### config.mk
export PLATFORM = sky130hd
export DESIGN_NAME = spi_reg_master
export DESIGN_NICKNAME = d
export VERILOG_FILES = /design/src/rtl/spi_reg_master.sv
export SDC_FILE = /design/constraint.sdc
export NUM_CORES = 1
export LEC_CHECK = 0
export BUFFER_PORTS_ARGS = -buffer_cell sky130_fd_sc_hd__buf_2
export CORE_MARGIN = 1.5
export CORE_UTILIZATION = 54
export CTS_CLUSTER_SIZE = 40
export DETAILED_ROUTE_END_ITERATION = 10
export GPL_ROUTABILITY_DRIVEN = 1
export HOLD_SLACK_MARGIN = 0.12
export PLACE_DENSITY = 0.83
export SYNTH_ARGS = -nofsm -noshare
export SYNTH_HDL_FRONTEND = slang
export SYNTH_SLANG_ARGS = --single-unit
### constraint.sdc
create_clock -name clk -period 2.5 [get_ports clk]
set_input_delay 0.25 -clock clk [delete_from_list [all_inputs] [get_ports clk]]
set_output_delay 0.25 -clock clk [all_outputs]
set_load 0.03 [all_outputs]
### src/rtl/spi_reg_master.sv
// SPI mode-0 register master: 16-bit frames of {cmd byte, data byte}.
// Reads capture the data-byte MISO samples into rsp_rdata.
module spi_reg_master #(
    parameter int CLK_DIV = 4,
    parameter int ADDR_W  = 3,
    parameter int REG_W   = 8
) (
    input  logic              clk,
    input  logic              rstb,
    input  logic              ena,
    input  logic              req_valid,
    output logic              req_ready,
    input  logic              req_write,
    input  logic [ADDR_W-1:0] req_addr,
    input  logic [REG_W-1:0]  req_wdata,
    output logic              rsp_valid,
    output logic [REG_W-1:0]  rsp_rdata,
    output logic              busy,
    output logic              spi_cs_n,
    output logic              spi_clk,
    output logic              spi_mosi,
    input  logic              spi_miso
);

    localparam int FW = 8 + REG_W;
    localparam logic [3:0] DIV_LAST = 4'(CLK_DIV - 1);
    localparam logic [3:0] BIT_LAST = 4'(FW - 1);

    typedef enum logic [2:0] {IDLE, SETUP, SHIFT, HOLD, GAP} state_t;

    state_t          r_state, w_state_n;
    logic [3:0]      r_div, w_div_n;
    logic [3:0]      r_bit, w_bit_n;
    logic            r_phase, w_phase_n;
    logic            r_write, w_write_n;
    logic [FW-1:0]   r_sh, w_sh_n;
    logic [REG_W-1:0] r_rx, w_rx_n;
    logic [REG_W-1:0] r_rdata, w_rdata_n;
    logic            w_div_last;
    logic            w_frame;
    logic [7:0]      w_cmd;

    assign w_div_last = (r_div == DIV_LAST);
    assign w_cmd      = {req_write, 7'(req_addr)};
    assign w_frame    = (r_state == SETUP) || (r_state == SHIFT) ||
                        (r_state == HOLD);

    always_comb begin
        w_state_n = r_state;
        w_div_n   = r_div;
        w_bit_n   = r_bit;
        w_phase_n = r_phase;
        w_write_n = r_write;
        w_sh_n    = r_sh;
        w_rx_n    = r_rx;
        w_rdata_n = r_rdata;
        unique case (r_state)
            IDLE: begin
                if (req_valid) begin
                    w_state_n = SETUP;
                    w_div_n   = 4'd0;
                    w_write_n = req_write;
                    w_sh_n    = {w_cmd, req_write ? req_wdata : '0};
                end
            end
            SETUP: begin
                if (w_div_last) begin
                    w_state_n = SHIFT;
                    w_div_n   = 4'd0;
                    w_bit_n   = 4'd0;
                    w_phase_n = 1'b0;
                end else begin
                    w_div_n = r_div + 4'd1;
                end
            end
            SHIFT: begin
                if (!w_div_last) begin
                    w_div_n = r_div + 4'd1;
                end else begin
                    w_div_n = 4'd0;
                    if (!r_phase) begin
                        w_phase_n = 1'b1;
                    end else begin
                        // last cycle of the high phase: sample, then advance
                        w_phase_n = 1'b0;
                        w_rx_n    = {r_rx[REG_W-2:0], spi_miso};
                        if (r_bit == BIT_LAST) begin
                            w_state_n = HOLD;
                        end else begin
                            w_bit_n = r_bit + 4'd1;
                            w_sh_n  = {r_sh[FW-2:0], 1'b0};
                        end
                    end
                end
            end
            HOLD: begin
                if (w_div_last) begin
                    w_state_n = GAP;
                    w_div_n   = 4'd0;
                    if (!r_write) w_rdata_n = r_rx;
                end else begin
                    w_div_n = r_div + 4'd1;
                end
            end
            GAP: begin
                if (w_div_last) begin
                    w_state_n = IDLE;
                    w_div_n   = 4'd0;
                end else begin
                    w_div_n = r_div + 4'd1;
                end
            end
            default: w_state_n = IDLE;
        endcase
    end

    always_ff @(posedge clk or negedge rstb) begin
        if (!rstb) begin
            r_state <= IDLE;
            r_div   <= 4'd0;
            r_bit   <= 4'd0;
            r_phase <= 1'b0;
            r_write <= 1'b0;
            r_sh    <= '0;
            r_rx    <= '0;
            r_rdata <= '0;
        end else if (ena) begin
            r_state <= w_state_n;
            r_div   <= w_div_n;
            r_bit   <= w_bit_n;
            r_phase <= w_phase_n;
            r_write <= w_write_n;
            r_sh    <= w_sh_n;
            r_rx    <= w_rx_n;
            r_rdata <= w_rdata_n;
        end
    end

    assign req_ready = (r_state == IDLE);
    assign busy      = ~req_ready;
    assign rsp_valid = (r_state == GAP) && (r_div == 4'd0);
    assign rsp_rdata = r_rdata;
    assign spi_cs_n  = ~w_frame;
    assign spi_clk   = (r_state == SHIFT) && r_phase;
    assign spi_mosi  = w_frame && r_sh[FW-1];

endmodule

# Word level (Yosys, flattened, before mapping)
# Cells that the tools add are included.
[totals]
out_inout_bits = 14
register_bits = 45
word_cells = 72
inputBits = 17
[op_classes]
n_bitwise = 3
reduce_logical = 19
n_eq_ne = 14
add_sub_neg = 2
n_mux = 26
[op_table]
columns = ["cell", "count"]
rows = [
  ["$mux 16", 4],
  ["$pmux 16 s2", 1],
  ["$mux 4", 6],
  ["$mux 3", 7],
  ["$pmux 4 s2", 2],
  ["$pmux 3 s5", 1],
  ["$ne 2x2->1 const B", 7],
  ["$reduce_and 4->1", 3],
  ["$reduce_and 6->1", 2],
  ["$add 4x1->4 const B", 2],
  ["$mux 8", 1],
  ["$reduce_and 8->1", 1],
  ["$eq 3x2->1 const B", 2],
  ["$reduce_and 3->1", 2],
  ["$reduce_bool 2->1", 3],
  ["$eq 4x2->1 const B", 1],
  ["$eq 4x4->1 const B", 1],
  ["$logic_not 4->1", 1],
  ["$reduce_or 4->1", 1],
  ["$eq 3x1->1 const B", 1],
  ["$eq 3x3->1 const B", 1],
  ["$logic_and 1x1->1", 3],
  ["$logic_not 3->1", 1],
  ["$mux 1", 3],
  ["other kinds (4)", 7],
]

# Depth between registers and ports, before layout
[depth]
ltp_word = 5
depth_mapped = 7
ltp_nobuf = 6

# Worst setup path after synthesis
# OpenSTA, ideal clock, no wires.
[synth_path]
path_type = "reg2reg"
startpoint = "reg r_state[2]"
endpoint = "reg r_sh[10]"
path_stages_with_launch = 8
setup_ns = 0.125
arrival_ns = 1.849
t_required_ns = 2.375
path_buffers = 3
synth_period_minus_slack_ns = 1.974
slack_ns = 0.526
cell_sequence = "dfrtp_1 > buf_4 > or3b_4 > nor4b_4 > nand2b_1 > buf_6 > buf_12 > mux2_4"
[synth_via]
elab_chain_len = 3
word_cells_on_any_way = 9
cone_classes = "eq/ne (5); mux (1); reduce/logical (3)"
[synth_lines]
columns = ["element", "line_no", "source"]
rows = [
  ["start, declared", "31", "state_t r_state, w_state_n;"],
  ["start signal, assigned", "128", "r_state <= w_state_n;"],
  ["$eq 3x2->1 or $logic_not 3->1 (tied branches)", "57", "unique case (r_state)"],
  ["$ne 2x2->1 (no source line) or $reduce_bool 2->1 (tied branches)", "-", ""],
  ["$reduce_and 6->1 (no source line)", "-", ""],
  ["end signal, assigned", "133", "r_sh <= w_sh_n;"],
  ["end, declared", "36", "logic [FW-1:0] r_sh, w_sh_n;"],
]
# Parallel ways exist; a longest one is shown, timed or not.
# A chain may end at the register's enable or synchronous reset.

# Worst setup path in the final report
[layout_path]
startpoint = "reg r_div[0]"
endpoint = "reg r_sh[2]"
[layout_via]
elab_chain_len = 3
[layout_lines]
columns = ["element", "line_no", "source"]
rows = [
  ["start, declared", "32", "logic [3:0] r_div, w_div_n;"],
  ["start signal, assigned", "129", "r_div <= w_div_n;"],
  ["$eq 4x2->1", "43", "assign w_div_last = (r_div == DIV_LAST);"],
  ["$ne 2x2->1 (no source line)", "-", ""],
  ["$reduce_and 6->1 (no source line)", "-", ""],
]
# Every way passes these cells.

==> results_dict.tcl <==
set metrics [dict create \
    route.detailed.vias_per_inst 5.59 \
    critPathCaptureType "register" \
    clock-sinks 45 \
    grt-ovfl-total 0 \
    max_slew_margin 0.353 \
    grt_pass1_wl_um 6650 \
    use_met3 0.0592 \
    die_height_um 68.4 \
    insertion_delay_ps 300 \
    layout_worst_path_cycle_share 0.877 \
    hold_viol 0 \
    critical_path.startpoint_type "register" \
    synth_seq_area_share 0.487 \
    timing.critical_path.required_ps 2680 \
    antenna_found_initial 0 \
    worst-path-max-fanout 16 \
    syn_avg_cell_area_sq_um 11.3 \
    maxSlewViolCount 0 \
    antenna_left 0 \
    drt_pre_antenna_iters 4 \
    root_buffer "clkbuf_8" \
    holdBufCountCts 0 \
    placement.setup.worst_slack_ps 304 \
    setup.reg_to_reg.worst_slack_ps 310 \
    ctsLongestPathBuffers 2 \
    cts.repair_timing.setup_buffer_count 0 \
    placement.io_buffers 30 \
    nNetsFinal 254 \
    gpl.final_weighted_congestion 0.816 \
    numCtsBuffers 5 \
    floorplan.rows 23 \
    worst-r2r-cell-count 6 \
    area_of_the_multi_input_gates_sq_um 1070 \
    share_of_the_synthesized_area_in_compound_gates_ao_oa_aoi_oai 0.0725 \
    design.die.area_sq_um 4680 \
    unrepaired_setup_endpoints_after_global_routing "false" \
    register_area_sq_um 1130 \
    clk_pin_slew_ps 80 \
    floorplan.die.width_um 68.4 \
    place.detailed.hpwl_um 2960 \
    worst_hold_path_type "in -> async" \
    dominant_combinational_cell_family_by_area_after_synthesis "multiplexers" \
    cap_viol_max_count 0 \
    grt_usage 0.195 \
    timing.rr.start "r_div[0]" \
    n_antenna_cell 0 \
    worst_clock_skew_ps 4.22 \
    leakage_nw 1.25 \
    drt_wl_total_um 4100 \
    synth_simple_gate_area_frac 0.165 \
    vias 1592 \
    layout_min_cycle_time_ps 2190 \
    cts_tree "yes" \
    slew_at_the_pin_closest_to_its_max_slew_limit_ps 970 \
    placed_cells_incl_taps 277 \
    drtIter0Drc 120 \
    vdd_ir_drop_max_v 0.000617 \
    layout-drive-gt1-share 0.366 \
    yosysUniqueCellTypes 41 \
    core_region_area_sq_um 4060 \
    count_of_filler_cells_inserted_in_the_layout 342 \
    synthMuxAreaShare 0.208 \
    synth_xor_area_frac 0 \
    timing.critical_path.arrival_ps 2380 \
    crit_type "reg -> reg" \
    worst_slack_ps 307 \
    setup_viol 0 \
    synth_seq_cells 45 \
    area_delta_synth_final_pct 12.5 \
    cts.htree.levels 2 \
    grt.met1_usage 0.262 \
    worst_reg2reg_endpoint "r_sh[2]" \
    outcome "completed" \
    initial_utilization 0.570 \
    syn_inst 204 \
    post_synth_fa_ha_maj_area_fraction 0.0162 \
    busiest_layer "met2" \
    met2_usage 0.303 \
    timing.setup.tns_ps 0 \
    power.density_cell_area_nw_per_um2 938 \
    cts.repair.resized 0 \
    mappedNetlistNets 224 \
    path_cells "ha_1 > nand4bb_4 > nor4b_4 > nand2b_1 > buf_4 > mux2_2" \
    average_routed_wire_per_standard_cell_um 14.4 \
    synth_area_sq_um 2310 \
    synth-warning-count 0 \
    worst_path_max_delay_cell "dfrtp_1" \
    largest_stage_delay_worst_path_ps 410 \
    pin_count 31 \
    instances_no_fill 285 \
    grt_start_max_net_pins 46 \
    maxClockFrequency_mhz 456 \
    drc_errors 0 \
    grt_pass1_vias 1449 \
    report.power.total_mw 2.44 \
]
==> report_power, final <==
group          leakage [nW]  switching, mW  internal [mW]
logic                 0.594          0.472          0.378
clock network        0.0574          0.244          0.325
registers             0.601          0.135          0.887
==> cell type report <==
class                           instances  share of cell area
Sequential cell                        45               0.433
Tap cell                               50              0.0241
Clock inverter                          2              0.0144
Multi-Input combinational cell        137               0.410
Timing Repair Buffer                   35              0.0722
Inverter                               10              0.0144
Clock buffer                            6              0.0317
==> kinds of logic (layout without fill, tap and decap cells) <==
| kind of cell | count (synthesis) | count (layout) |
|---|---|---|
| AOI/OAI and AO/OA | 28 | 28 |
| muxes | 42 | 42 |
| adders and majority gates | 3 | 3 |
| buffers and inverters | 22 | 53 |
| DFF | 45 | 45 |
| and+or+nand+nor | 64 | 64 |
==> routing by layer <==
metal / up-vias / share of wire
met3: 4 / 0.038
met4: 0 / 0.013
met2: 27 / 0.48
li1: 784 / -
met5: - / 0
met1: 777 / 0.47
==> sequential cells by signal, summed over array words and instances, names as in the netlist <==
signal and cells:
r_bit 4, r_div 4, r_phase 1, r_rx 8
r_sh 16, r_state 3, r_write 1, rsp_rdata 8
==> worst max-delay path, delay by kind of cell (launching register included) <==
kind / cells / cell delay (ps)
and+or+nand+nor: 3 / 730
DFF: 1 / 410
muxes: 1 / 380
adders and majority gates: 1 / 290
buffers and inverters: 1 / 270
==> placed cells by master (no fill, tap or decap), drive strengths merged, types with 2 or more instances in the layout <==
| cell | count |
|---|---|
| clkbuf | 6 |
| buf | 35 |
| mux2i | 8 |
| ha | 3 |
| nand2 | 26 |
| inv | 10 |
| nand4 | 4 |
| o31ai | 2 |
| dfrtp | 45 |
| nor3b | 5 |
| nor2 | 5 |
| nand3 | 7 |
| nor4 | 2 |
| mux2 | 34 |
| nand2b | 3 |
| o21ai | 15 |
| and2 | 2 |
| or3b | 2 |
| a21oi | 4 |
==> synth_stat cells, drive strengths merged <==
library cell	number	area, sq um
a211o	1	8.76
a21oi	4	20.0
a22o	1	10.0
a22oi	1	7.51
a31oi	1	6.26
and2	2	12.5
and3	1	7.51
buf	8	66.3
clkbuf	4	15.0
dfrtp	45	1130
ha	3	37.5
inv	10	37.5
mux2	34	402
mux2i	8	80.1
nand2	26	97.6
nand2b	3	18.8
nand3	7	35.0
nand4	4	25.0
nand4b	1	8.76
nand4bb	1	27.5
nor2	5	18.8
nor2b	1	6.26
nor3	1	5.00
nor3b	5	42.5
nor4	2	18.8
nor4b	1	23.8
o211ai	1	7.51
o21ai	15	75.1
o2bb2ai	1	8.76
o311ai	1	8.76
o31ai	2	15.0
or2	1	6.26
or3	1	6.26
or3b	2	20.0
==> how the worst max path moves through the flow <==
stage,cells after the start,startpoint,to
final,6,r_div[0],r_sh[2]
after global routing,6,r_div[1],r_sh[2]
after CTS,6,r_div[0],r_sh[2]
after detailed placement,6,r_div[0],r_sh[2]
after global placement,6,r_div[0],r_sh[5]
after floorplan,7,r_state[2],r_sh[10]
==> metrics by stage <==
stage | util | hold slack [ps] | cell area [sq um]
floorplan | - | -45.6 | 2310
global placement | 0.611 | 468 | 2480
detailed placement | 0.611 | 473 | 2480
CTS | 0.641 | 143 | 2600
global route | 0.641 | 184 | 2600
finish | 0.641 | 102 | 2600
No activity file was read; power rests on OpenSTA's default activity.
